==> src/rtl/coherence_bus_ctrl_if.sv <==
// Cache-side and RAM-side signal bundle seen by the coherence bus controller.
// The slave modport is the controller's view; master is the caches/RAM side.
interface coherence_bus_ctrl_if #(
    parameter int CPUS = 2
);
    logic [CPUS-1:0]      iREN;
    logic [32*CPUS-1:0]   iaddr;
    logic [CPUS-1:0]      iwait;
    logic [32*CPUS-1:0]   iload;
    logic [CPUS-1:0]      dREN;
    logic [CPUS-1:0]      dWEN;
    logic [CPUS-1:0]      cctrans;
    logic [CPUS-1:0]      ccwrite;
    logic [32*CPUS-1:0]   daddr;
    logic [32*CPUS-1:0]   dstore;
    logic [CPUS-1:0]      dwait;
    logic [32*CPUS-1:0]   dload;
    logic [CPUS-1:0]      ccwait;
    logic [CPUS-1:0]      ccinv;
    logic [32*CPUS-1:0]   ccsnoopaddr;
    logic                 ramREN;
    logic                 ramWEN;
    logic [31:0]          ramaddr;
    logic [31:0]          ramstore;
    logic [31:0]          ramload;
    logic [1:0]           ramstate;

    modport slave (
        input  iREN, iaddr, dREN, dWEN, cctrans, ccwrite, daddr, dstore, ramload, ramstate,
        output iwait, iload, dwait, dload, ccwait, ccinv, ccsnoopaddr,
               ramREN, ramWEN, ramaddr, ramstore
    );

    modport master (
        output iREN, iaddr, dREN, dWEN, cctrans, ccwrite, daddr, dstore, ramload, ramstate,
        input  iwait, iload, dwait, dload, ccwait, ccinv, ccsnoopaddr,
               ramREN, ramWEN, ramaddr, ramstore
    );
endinterface

==> src/rtl/coherence_bus_ctrl.sv <==
// Two-core bus/coherence controller: arbitrates icache/dcache requests onto one
// RAM port and runs snoop, invalidate and cache-to-cache transfers between dcaches.
module coherence_bus_ctrl #(
    parameter int CPUS         = 2,
    parameter int BLOCK_WORDS  = 2,
    parameter int SNOOP_CYCLES = 2
) (
    input  logic                 CLK,
    input  logic                 nRST,
    coherence_bus_ctrl_if.slave  bus
);
    localparam int CW = (BLOCK_WORDS > 1) ? $clog2(BLOCK_WORDS) : 1;
    localparam int SW = (SNOOP_CYCLES > 1) ? $clog2(SNOOP_CYCLES) : 1;
    localparam logic [CW-1:0] LAST_WORD  = CW'(BLOCK_WORDS - 1);
    localparam logic [SW-1:0] LAST_SNOOP = SW'(SNOOP_CYCLES - 1);
    localparam logic [1:0]    RAM_ACCESS = 2'd2;

    typedef enum logic [2:0] {
        IDLE   = 3'd0,
        IFETCH = 3'd1,
        DWB    = 3'd2,
        SNOOP  = 3'd3,
        C2C    = 3'd4,
        RAMLD  = 3'd5
    } state_e;

    state_e          state_q, state_d;
    logic [CW-1:0]   word_cnt_q, word_cnt_d;
    logic [SW-1:0]   snoop_cnt_q, snoop_cnt_d;
    logic            grant_q, grant_d;
    logic            last_grant_q, last_grant_d;

    logic [CPUS-1:0]    req_dwb_s, req_snp_s, req_any_s;
    logic               pick_s, other_s, access_s;
    logic [5:0]         g_off_s, o_off_s;
    logic [CPUS-1:0]    iwait_s, dwait_s, ccwait_s, ccinv_s;
    logic [32*CPUS-1:0] iload_s, dload_s, ccsnoop_s;
    logic               ram_ren_s, ram_wen_s;
    logic [31:0]        ram_addr_s, ram_store_s;

    // Per-core request classification and round-robin pick
    always_comb begin
        for (int i = 0; i < CPUS; i++) begin
            req_dwb_s[i] = bus.dWEN[i] & ~bus.cctrans[i];
            req_snp_s[i] = bus.cctrans[i] & (bus.dREN[i] | bus.ccwrite[i]);
            req_any_s[i] = req_dwb_s[i] | req_snp_s[i] | bus.iREN[i];
        end
        if (&req_any_s) begin
            pick_s = ~last_grant_q;
        end else begin
            pick_s = req_any_s[1];
        end
        other_s  = ~grant_q;
        g_off_s  = {grant_q, 5'd0};
        o_off_s  = {other_s, 5'd0};
        access_s = (bus.ramstate == RAM_ACCESS);
    end

    // Next-state and output decode; a dropped request returns to IDLE with counters cleared
    always_comb begin
        state_d      = state_q;
        word_cnt_d   = word_cnt_q;
        snoop_cnt_d  = snoop_cnt_q;
        grant_d      = grant_q;
        last_grant_d = last_grant_q;
        iwait_s      = '1;
        dwait_s      = '1;
        ccwait_s     = '0;
        ccinv_s      = '0;
        iload_s      = '0;
        dload_s      = '0;
        ccsnoop_s    = '0;
        ram_ren_s    = 1'b0;
        ram_wen_s    = 1'b0;
        ram_addr_s   = 32'd0;
        ram_store_s  = 32'd0;
        case (state_q)
            IDLE: begin
                if (|req_any_s) begin
                    grant_d      = pick_s;
                    last_grant_d = pick_s;
                    if (req_dwb_s[pick_s]) begin
                        state_d = DWB;
                    end else if (req_snp_s[pick_s]) begin
                        state_d = SNOOP;
                    end else begin
                        state_d = IFETCH;
                    end
                end else begin
                    state_d = IDLE;
                end
            end
            IFETCH: begin
                ram_ren_s             = 1'b1;
                ram_addr_s            = bus.iaddr[g_off_s +: 32];
                iload_s[g_off_s +: 32] = bus.ramload;
                if (!bus.iREN[grant_q]) begin
                    state_d    = IDLE;
                    word_cnt_d = '0;
                end else if (access_s) begin
                    iwait_s[grant_q] = 1'b0;
                    state_d          = IDLE;
                end else begin
                    state_d = IFETCH;
                end
            end
            DWB: begin
                ram_wen_s   = 1'b1;
                ram_addr_s  = bus.daddr[g_off_s +: 32];
                ram_store_s = bus.dstore[g_off_s +: 32];
                if (!bus.dREN[grant_q] && !bus.dWEN[grant_q]) begin
                    state_d    = IDLE;
                    word_cnt_d = '0;
                end else if (access_s) begin
                    dwait_s[grant_q] = 1'b0;
                    state_d          = IDLE;
                end else begin
                    state_d = DWB;
                end
            end
            SNOOP: begin
                ccwait_s[other_s]        = 1'b1;
                ccinv_s[other_s]         = bus.ccwrite[grant_q];
                ccsnoop_s[o_off_s +: 32] = bus.daddr[g_off_s +: 32];
                if (!bus.cctrans[grant_q]) begin
                    state_d     = IDLE;
                    snoop_cnt_d = '0;
                    word_cnt_d  = '0;
                end else if (snoop_cnt_q == LAST_SNOOP) begin
                    snoop_cnt_d = '0;
                    // Upgrade needs only the invalidate; the requester already has the data
                    if (bus.ccwrite[grant_q] && !bus.dREN[grant_q]) begin
                        dwait_s[grant_q] = 1'b0;
                        state_d          = IDLE;
                    end else if (bus.cctrans[other_s] && bus.dWEN[other_s]) begin
                        state_d = C2C;
                    end else begin
                        state_d = RAMLD;
                    end
                end else begin
                    snoop_cnt_d = snoop_cnt_q + SW'(1);
                end
            end
            C2C: begin
                ccwait_s[other_s]      = 1'b1;
                ram_wen_s              = 1'b1;
                ram_addr_s             = bus.daddr[o_off_s +: 32];
                ram_store_s            = bus.dstore[o_off_s +: 32];
                dload_s[g_off_s +: 32] = bus.dstore[o_off_s +: 32];
                if (!bus.dREN[grant_q] && !bus.dWEN[grant_q]) begin
                    state_d    = IDLE;
                    word_cnt_d = '0;
                end else if (access_s) begin
                    dwait_s[grant_q] = 1'b0;
                    dwait_s[other_s] = 1'b0;
                    if (word_cnt_q == LAST_WORD) begin
                        word_cnt_d = '0;
                        state_d    = IDLE;
                    end else begin
                        word_cnt_d = word_cnt_q + CW'(1);
                    end
                end else begin
                    state_d = C2C;
                end
            end
            RAMLD: begin
                ram_ren_s              = 1'b1;
                ram_addr_s             = bus.daddr[g_off_s +: 32];
                dload_s[g_off_s +: 32] = bus.ramload;
                if (!bus.dREN[grant_q] && !bus.dWEN[grant_q]) begin
                    state_d    = IDLE;
                    word_cnt_d = '0;
                end else if (access_s) begin
                    dwait_s[grant_q] = 1'b0;
                    if (word_cnt_q == LAST_WORD) begin
                        word_cnt_d = '0;
                        state_d    = IDLE;
                    end else begin
                        word_cnt_d = word_cnt_q + CW'(1);
                    end
                end else begin
                    state_d = RAMLD;
                end
            end
            default: begin
                state_d     = IDLE;
                word_cnt_d  = '0;
                snoop_cnt_d = '0;
            end
        endcase
    end

    // State, counters and arbitration history
    always_ff @(posedge CLK or negedge nRST) begin
        if (!nRST) begin
            state_q      <= IDLE;
            word_cnt_q   <= '0;
            snoop_cnt_q  <= '0;
            grant_q      <= 1'b0;
            last_grant_q <= 1'b1;
        end else begin
            state_q      <= state_d;
            word_cnt_q   <= word_cnt_d;
            snoop_cnt_q  <= snoop_cnt_d;
            grant_q      <= grant_d;
            last_grant_q <= last_grant_d;
        end
    end

    assign bus.iwait       = iwait_s;
    assign bus.iload       = iload_s;
    assign bus.dwait       = dwait_s;
    assign bus.dload       = dload_s;
    assign bus.ccwait      = ccwait_s;
    assign bus.ccinv       = ccinv_s;
    assign bus.ccsnoopaddr = ccsnoop_s;
    assign bus.ramREN      = ram_ren_s;
    assign bus.ramWEN      = ram_wen_s;
    assign bus.ramaddr     = ram_addr_s;
    assign bus.ramstore    = ram_store_s;
endmodule

==> src/flat_wrapper.sv <==
// flat-port wrapper written by rule: the top's interface ports become plain ports
module coherence_bus_ctrl_flat 
#(
    parameter int CPUS         = 2,
    parameter int BLOCK_WORDS  = 2,
    parameter int SNOOP_CYCLES = 2
)
  (CLK, nRST, bus_iREN, bus_iaddr, bus_dREN, bus_dWEN, bus_cctrans, bus_ccwrite, bus_daddr, bus_dstore, bus_ramload, bus_ramstate, bus_iwait, bus_iload, bus_dwait, bus_dload, bus_ccwait, bus_ccinv, bus_ccsnoopaddr, bus_ramREN, bus_ramWEN, bus_ramaddr, bus_ramstore);
  coherence_bus_ctrl_if #(.CPUS(CPUS)) bus_i ();
  input  logic CLK;
  input  logic nRST;
  input wire logic [$bits(bus_i.iREN)-1:0] bus_iREN;
  input wire logic [$bits(bus_i.iaddr)-1:0] bus_iaddr;
  input wire logic [$bits(bus_i.dREN)-1:0] bus_dREN;
  input wire logic [$bits(bus_i.dWEN)-1:0] bus_dWEN;
  input wire logic [$bits(bus_i.cctrans)-1:0] bus_cctrans;
  input wire logic [$bits(bus_i.ccwrite)-1:0] bus_ccwrite;
  input wire logic [$bits(bus_i.daddr)-1:0] bus_daddr;
  input wire logic [$bits(bus_i.dstore)-1:0] bus_dstore;
  input wire logic [$bits(bus_i.ramload)-1:0] bus_ramload;
  input wire logic [$bits(bus_i.ramstate)-1:0] bus_ramstate;
  output wire logic [$bits(bus_i.iwait)-1:0] bus_iwait;
  output wire logic [$bits(bus_i.iload)-1:0] bus_iload;
  output wire logic [$bits(bus_i.dwait)-1:0] bus_dwait;
  output wire logic [$bits(bus_i.dload)-1:0] bus_dload;
  output wire logic [$bits(bus_i.ccwait)-1:0] bus_ccwait;
  output wire logic [$bits(bus_i.ccinv)-1:0] bus_ccinv;
  output wire logic [$bits(bus_i.ccsnoopaddr)-1:0] bus_ccsnoopaddr;
  output wire logic [$bits(bus_i.ramREN)-1:0] bus_ramREN;
  output wire logic [$bits(bus_i.ramWEN)-1:0] bus_ramWEN;
  output wire logic [$bits(bus_i.ramaddr)-1:0] bus_ramaddr;
  output wire logic [$bits(bus_i.ramstore)-1:0] bus_ramstore;
  assign bus_i.iREN = bus_iREN;
  assign bus_i.iaddr = bus_iaddr;
  assign bus_i.dREN = bus_dREN;
  assign bus_i.dWEN = bus_dWEN;
  assign bus_i.cctrans = bus_cctrans;
  assign bus_i.ccwrite = bus_ccwrite;
  assign bus_i.daddr = bus_daddr;
  assign bus_i.dstore = bus_dstore;
  assign bus_i.ramload = bus_ramload;
  assign bus_i.ramstate = bus_ramstate;
  assign bus_iwait = bus_i.iwait;
  assign bus_iload = bus_i.iload;
  assign bus_dwait = bus_i.dwait;
  assign bus_dload = bus_i.dload;
  assign bus_ccwait = bus_i.ccwait;
  assign bus_ccinv = bus_i.ccinv;
  assign bus_ccsnoopaddr = bus_i.ccsnoopaddr;
  assign bus_ramREN = bus_i.ramREN;
  assign bus_ramWEN = bus_i.ramWEN;
  assign bus_ramaddr = bus_i.ramaddr;
  assign bus_ramstore = bus_i.ramstore;
  coherence_bus_ctrl #(.CPUS(CPUS), .BLOCK_WORDS(BLOCK_WORDS), .SNOOP_CYCLES(SNOOP_CYCLES)) u_core (.CLK(CLK), .nRST(nRST), .bus(bus_i));
endmodule
==> config.mk <==
export PLATFORM = sky130hd
export DESIGN_NAME = coherence_bus_ctrl_flat
export DESIGN_NICKNAME = d
export VERILOG_FILES = /design/src/rtl/coherence_bus_ctrl_if.sv /design/src/rtl/coherence_bus_ctrl.sv /design/src/flat_wrapper.sv
export SDC_FILE = /design/constraint.sdc
export NUM_CORES = 1
export LEC_CHECK = 0
export CORE_AREA = 2 2 196 198
export CTS_CLUSTER_DIAMETER = 30
export DETAILED_ROUTE_END_ITERATION = 10
export DIE_AREA = 0 0 198 200
export PLACE_DENSITY = 0.41
export REMOVE_ABC_BUFFERS = 1
export SLEW_MARGIN = 0
export SYNTH_ARGS = -nofsm -noshare
export SYNTH_HDL_FRONTEND = slang
export SYNTH_SLANG_ARGS = --single-unit
==> constraint.sdc <==
create_clock -name CLK -period 4.4 [get_ports CLK]
set_input_delay 1.32 -clock CLK [delete_from_list [all_inputs] [get_ports CLK]]
set_output_delay 1.32 -clock CLK [all_outputs]
set_load 0.03 [all_outputs]
==> results of run 1 <==
state kept, by name (all words and copies together), names as in the netlist:
| register | count |
|---|---|
| u_core.grant_q | 1 |
| u_core.state_q | 3 |
| u_core.last_grant_q | 1 |
| u_core.snoop_cnt_q | 1 |
| u_core.word_cnt_q | 1 |
synthesized netlist by cell type, drive strengths merged, types with 2 or more instances:
master,count,share of area (%)
and3,32,4.5
buf,43,5.5
mux2i,116,26
a22o,65,13
a21oi,6,0.67
a211oi,3,0.50
nand2,7,0.59
and2,100,14
nor3,4,0.45
o22a,42,8.2
inv,4,0.34
and2b,2,0.34
nand4,3,0.42
or3b,2,0.45
dfrtp,6,3.4
nor2b,5,0.70
clkbuf,23,2.0
o22ai,3,0.42
nor2,68,5.9
nand2b,2,0.28
nand3,4,0.45
o21ai,15,1.7
a221o,24,5.4
nor3b,2,0.34
o31a,2,0.39
o211ai,3,0.50
o21a,2,0.34
report_power, final:
group / switching, mW / internal [mW] / total (mW)
registers: 0.0419 / 0.101 / 0.143
logic: 2.93 / 2.10 / 5.03
clock network: 0.0348 / 0.121 / 0.155
final timing paths:
check,start,endpoint
max in group asynchronous,nRST,u_core.last_grant_q
min in group asynchronous,nRST,u_core.state_q[1]
worst max register to register,u_core.state_q[1],u_core.word_cnt_q
worst min register to register,u_core.last_grant_q,u_core.last_grant_q
worst min-delay path,u_core.last_grant_q,u_core.last_grant_q
worst max-delay path,bus_dREN[1],bus_dwait[0]
critical path, delay by kind of cell:
family | cells | cell delay, ns
buffers and inverters | 2 | 0.90
AOI/OAI and AO/OA | 2 | 0.26
and+or+nand+nor | 2 | 0.52
area by class of cell:
cell class	count	area [µm²]	share of cell area, %
well taps	511	639.4	6.207
multi-input cells	528	3995	38.79
flip-flops and latches	7	181.4	1.761
clock buffers	4	78.83	0.7653
diodes	1	2.502	0.02430
repair buffers	541	5388	52.31
inverters	4	15.01	0.1458
per-layer routing:
layer | track usage [%] | vias to the layer above | part of all wire [%]
met5 | 0 | - | 0
met4 | 2.061 | 0 | 0.82
met3 | 1.966 | 14 | 4.8
met2 | 29.20 | 217 | 50
met1 | 22.31 | 3238 | 45
li1 | - | 3258 | -
cell families (layout without fill, tap and decap cells):
logic type	after synthesis	count (layout)	share of synthesized area, %
compound gates	173	173	32.36
xor+xnor	1	1	0.1960
buf+inv	70	549	7.894
flops	7	7	3.947
mux	117	117	26.23
other cells	0	1	0
simple gates	237	237	29.37
stage by stage:
stage	worst slack [ns]	hold slack, ns
floorplan	-3.659	0.4923
global placement	-0.1450	0.5103
detailed placement	-0.1609	0.5150
CTS	0.07780	0.5207
global route	0.006249	0.5379
finish	0.08180	0.5228
==> metrics.yaml, run 1 <==
status: "finished clean"
leakage_nw: 4.069
ys_ff_latch: 7
core_area_um2: 37400
end_kind: "output pin"
cp_cell_sequence: "clkdlybuf4s50_1, nor3b_1, or3b_4, a211oi_1, a21oi_1, dlygate4sd2_1"
max_stage_delay_ns: 0.54
grt_pass1_wl_um: 48840
post-cts-setup-buffers: 0
clock.fmax_ghz: 0.2316
max-vdd-ir-drop_mv: 0.3299
io_pins: 504
synth.avg_cell_area_um2: 7.387
cts.sinks: 7
cts_tree: "built"
period_share_pct: 98.14
required_ns: 3.08
via_count: 6727
relSlewSlack_pct: 46.70
finalSetupViolations: 0
h-tree-depth: 1
cts_made_buffers: 3
grtUsageTotal_pct: 16.60
avgRoutedWirePerCell_um: 22.08
cts_resized: 2
finalPower_mw: 5.332
post-route-min-period_ns: 4.318
drtAntennaViolNets: 0
synth_cell_types: 53
layout_common_cells: "459 x clkdlybuf4s50_1, 116 x mux2i_1, 100 x and2_1"
portBuffers: 503
die_area_um2: 39600
fin_area_um2: 10300
dpl-instance-area_um2: 10210
initial_utilization_pct: 11.95
yosys_warnings: 0
dp_hpwl_um: 28010
die_h_um: 200
fin_cells: 1596
yosysSeqAreaShare_pct: 3.947
rsz0062_at_grt: "false"
hp-class: "reg2reg"
worstSetupStartpointType: "primary input"
drv_slew: 0
fin_nets: 1323
overflow: 0
clk_path_buf_depth: 2
synthArstFlopShare_pct: 100.0
critPathMaxFanout: 5
ys.flop_type: "dfrtp_1"
drive_gt1_share_pct: 9.225
clk_latency_ns: 0.23
globalplace.congestion: 0.8682
fin_setup_tns_ns: 0
clk_pin_slew_ns: 0.04
synth-edff-count: 0
critPathKind: "in2out"
clockRootBuffer: "clkbuf_16"
clock_skew_ns: 0.003078
final_common_cell: "clkdlybuf4s50_1"
final_util_pct: 27.54
min_delay_path_depth: 1
hold_viol_final: 0
drc: 0
chipWidth_um: 198
slowest_stage: "clkdlybuf4s50_1"
r2r_cells: 6
nFillCells: 4062
dp.cells: 1591
antenna_found_initial: 2
rows: 71
drt_wl_total_um: 35250
grt_max_degree: 73
drt-initial-drc-count: 316
first_pass_iters: 4
crit_arrival_ns: 3.00
maxCapViolCount: 0
synthCells: 605
powerDensity_nw_per_um2: 517.7
r2r_slack_ns: 2.48
area_growth_pct: 130.5
worstMarginPinSlew_ns: 0.7965
via_per_inst: 4.215
grt_pass1_vias: 6881
syn-cell-area_um2: 4469
hold_buffers: 0
(Power assumes the default switching activity.)
==> run 2: changes to the inputs <==
--- a/config.mk
+++ b/config.mk
@@ -5,6 +5,7 @@
 export SDC_FILE = /design/constraint.sdc
 export NUM_CORES = 1
 export LEC_CHECK = 0
+export ABC_CLOCK_PERIOD_IN_PS = 4400
 export CORE_AREA = 2 2 196 198
 export CTS_CLUSTER_DIAMETER = 30
 export DETAILED_ROUTE_END_ITERATION = 10
==> results of run 2 <==
No change in the layout: final DEF, timing and power equal those of run 1.
==> run 3: changes to the inputs <==
--- a/config.mk
+++ b/config.mk
@@ -5,12 +5,12 @@
 export SDC_FILE = /design/constraint.sdc
 export NUM_CORES = 1
 export LEC_CHECK = 0
-export ABC_CLOCK_PERIOD_IN_PS = 4400
+export ABC_CLOCK_PERIOD_IN_PS = 3480
 export CORE_AREA = 2 2 196 198
 export CTS_CLUSTER_DIAMETER = 30
 export DETAILED_ROUTE_END_ITERATION = 10
 export DIE_AREA = 0 0 198 200
-export PLACE_DENSITY = 0.41
+export PLACE_DENSITY = 0.42
 export REMOVE_ABC_BUFFERS = 1
 export SLEW_MARGIN = 0
 export SYNTH_ARGS = -nofsm -noshare
==> constraint.sdc (replaced) <==
create_clock -name CLK -period 3.48 [get_ports CLK]
set_input_delay 1.044 -clock CLK [delete_from_list [all_inputs] [get_ports CLK]]
set_output_delay 1.044 -clock CLK [all_outputs]
set_load 0.03 [all_outputs]
==> run 3 against run 2 <==
Against the previous run: total power grew 23%; setup slack got worse by 0.037 ns; clock power rose by 25%; sequential power rose by 39%; largest cell class unchanged; largest power group unchanged; highest routed layer unchanged.
==> metrics.yaml, run 3 (same netlist as run 1, synthesis figures left out) <==
status: "finished clean"
initial_utilization_pct: 11.95
via_per_inst: 4.243
required_ns: 2.44
combPwrFrac_pct: 94.0
antenna_found_initial: 2
worstSetupStartpointType: "primary input"
via_count: 6827
largest_reg_flops: 3
finalSetupViolations: 0
rows: 71
final_util_pct: 26.78
grt_pass1_vias: 6754
hold_buffers: 0
clock_power_share_pct: 3.0
chipWidth_um: 198
drc: 0
core_area_um2: 37400
post-route-min-period_ns: 3.436
internal-power_mw: 2.751
rsz0062_at_grt: "false"
overflow: 0
drt-initial-drc-count: 267
clock_skew_ns: 0.0007289
die_area_um2: 39600
top_register: "u_core.state_q"
multi_input_area_um2: 4004
drtAntennaViolNets: 0
hp-class: "reg2reg"
fin_setup_tns_ns: 0
power.switching_mw: 3.784
area_growth_pct: 124.1
grt_max_degree: 78
critPathKind: "in2out"
relSlewSlack_pct: 61.58
clk_latency_ns: 0.23
critPathMaxFanout: 2
drive_gt1_share_pct: 28.96
slowest_stage: "clkdlybuf4s50_1"
cts.sinks: 7
worstMarginPinSlew_ns: 0.5763
period_share_pct: 98.72
die_h_um: 200
final_common_cell: "buf_4"
clock.fmax_ghz: 0.2911
crit_arrival_ns: 2.39
finalPower_mw: 6.535
antennaDiodeCount: 0
clk_pin_slew_ns: 0.04
drv_slew: 0
powerDensity_nw_per_um2: 652.6
portBuffers: 503
globalplace.congestion: 0.8525
clk_path_buf_depth: 2
cpMostUsedCell: "clkdlybuf4s50_1"
setup_slack_ns: 0.04443
end_kind: "output pin"
io_pins: 504
cp_cell_sequence: "clkdlybuf4s50_1, and3_1, clkdlybuf4s50_1"
h-tree-depth: 1
swShare_pct: 57.90
grtUsageTotal_pct: 15.91
max_stage_delay_ns: 0.67
leakage_nw: 4.635
dp_hpwl_um: 27090
p_seq_share_pct: 3.0
layout_common_cells: "271 x buf_4, 243 x clkdlybuf4s50_1, 116 x mux2i_1"
clockRootBuffer: "clkbuf_16"
drt_wl_total_um: 34120
nFillCells: 4125
pre_cts_ws_ns: -0.1024
avgRoutedWirePerCell_um: 21.20
first_pass_iters: 4
seq_area_um2: 181.4
cts_made_buffers: 3
grt_pass1_wl_um: 47200
timing.hold.ws_ns: 0.5223
hold_viol_final: 0
fin_nets: 1337
cts_tree: "built"
max-vdd-ir-drop_mv: 0.3563
maxCapViolCount: 0
## run 3: changes by cell type in the layout (fill, tap and decap cells not counted), moves of 2 or more
cell / before / now
a211oi_1: 3 / 1
a211oi_2: 0 / 2
buf_12: 14 / 23
buf_4: 66 / 271
clkdlybuf4s50_1: 459 / 243
dlygate4sd2_1: 2 / 15
dlymetal6s2s_1: 0 / 3
## run 3: final cells by class
| cell class | count | share of cell area (%) |
|---|---|---|
| timing repair buffer | 555 | 50.89 |
| multi-input combinational | 528 | 39.98 |
| tap | 511 | 6.384 |
| sequential | 7 | 1.812 |
| clock buffer | 4 | 0.7871 |
| inverter | 4 | 0.1499 |
## run 3: power groups by stage
stage	registers (mW)	clock network (mW)	logic (mW)
6_report	0.199	0.194	6.14
4_1_cts	0.201	0.195	6.21
3_5_place_dp	0.202	0	6.25
5_1_grt	0.208	0.201	6.51
2_1_floorplan	0.455	0	3.22
3_3_place_gp	0.202	0	6.27
## run 3: final timing paths
kind	from	end	slack (ns)	cells past startpoint
worst max-delay path	bus_ramload[21]	bus_iload[53]	0.04	3
worst min-delay path	u_core.last_grant_q	u_core.last_grant_q	0.52	1
worst max register to register	u_core.grant_q	u_core.word_cnt_q	1.32	6
worst min register to register	u_core.last_grant_q	u_core.last_grant_q	0.52	1
max in group asynchronous	nRST	u_core.last_grant_q	2.10	1
min in group asynchronous	nRST	u_core.word_cnt_q	1.08	1
## run 3: critical path: cells and delay by family
| family | cells | cell delay, ns |
|---|---|---|
| buffers and inverters | 2 | 1.18 |
| AND/OR/NAND/NOR | 1 | 0.16 |
## run 3: routing by layer
| metal | track usage (%) | share of wire (%) |
|---|---|---|
| met5 | 0 | 0 |
| met4 | 1.643 | 0.80 |
| met3 | 1.798 | 5.0 |
| met2 | 28.20 | 50 |
| met1 | 21.40 | 44 |
## run 3: metrics by stage
step	cells	cell area, µm²
after global placement	1604	9923
after global routing	1609	10010
after CTS	1609	10010
final	1609	10010
after floorplan	539	4131
after detailed placement	1604	9923
## run 3: timing repair
| action | CTS | global route |
|---|---|---|
| cloned | 0 | 0 |
| pin swaps | 3 | 0 |
| setup endpoints to repair | 11 | 13 |
| gates resized for setup | 18 | 4 |
| setup buffers | 1 | 0 |
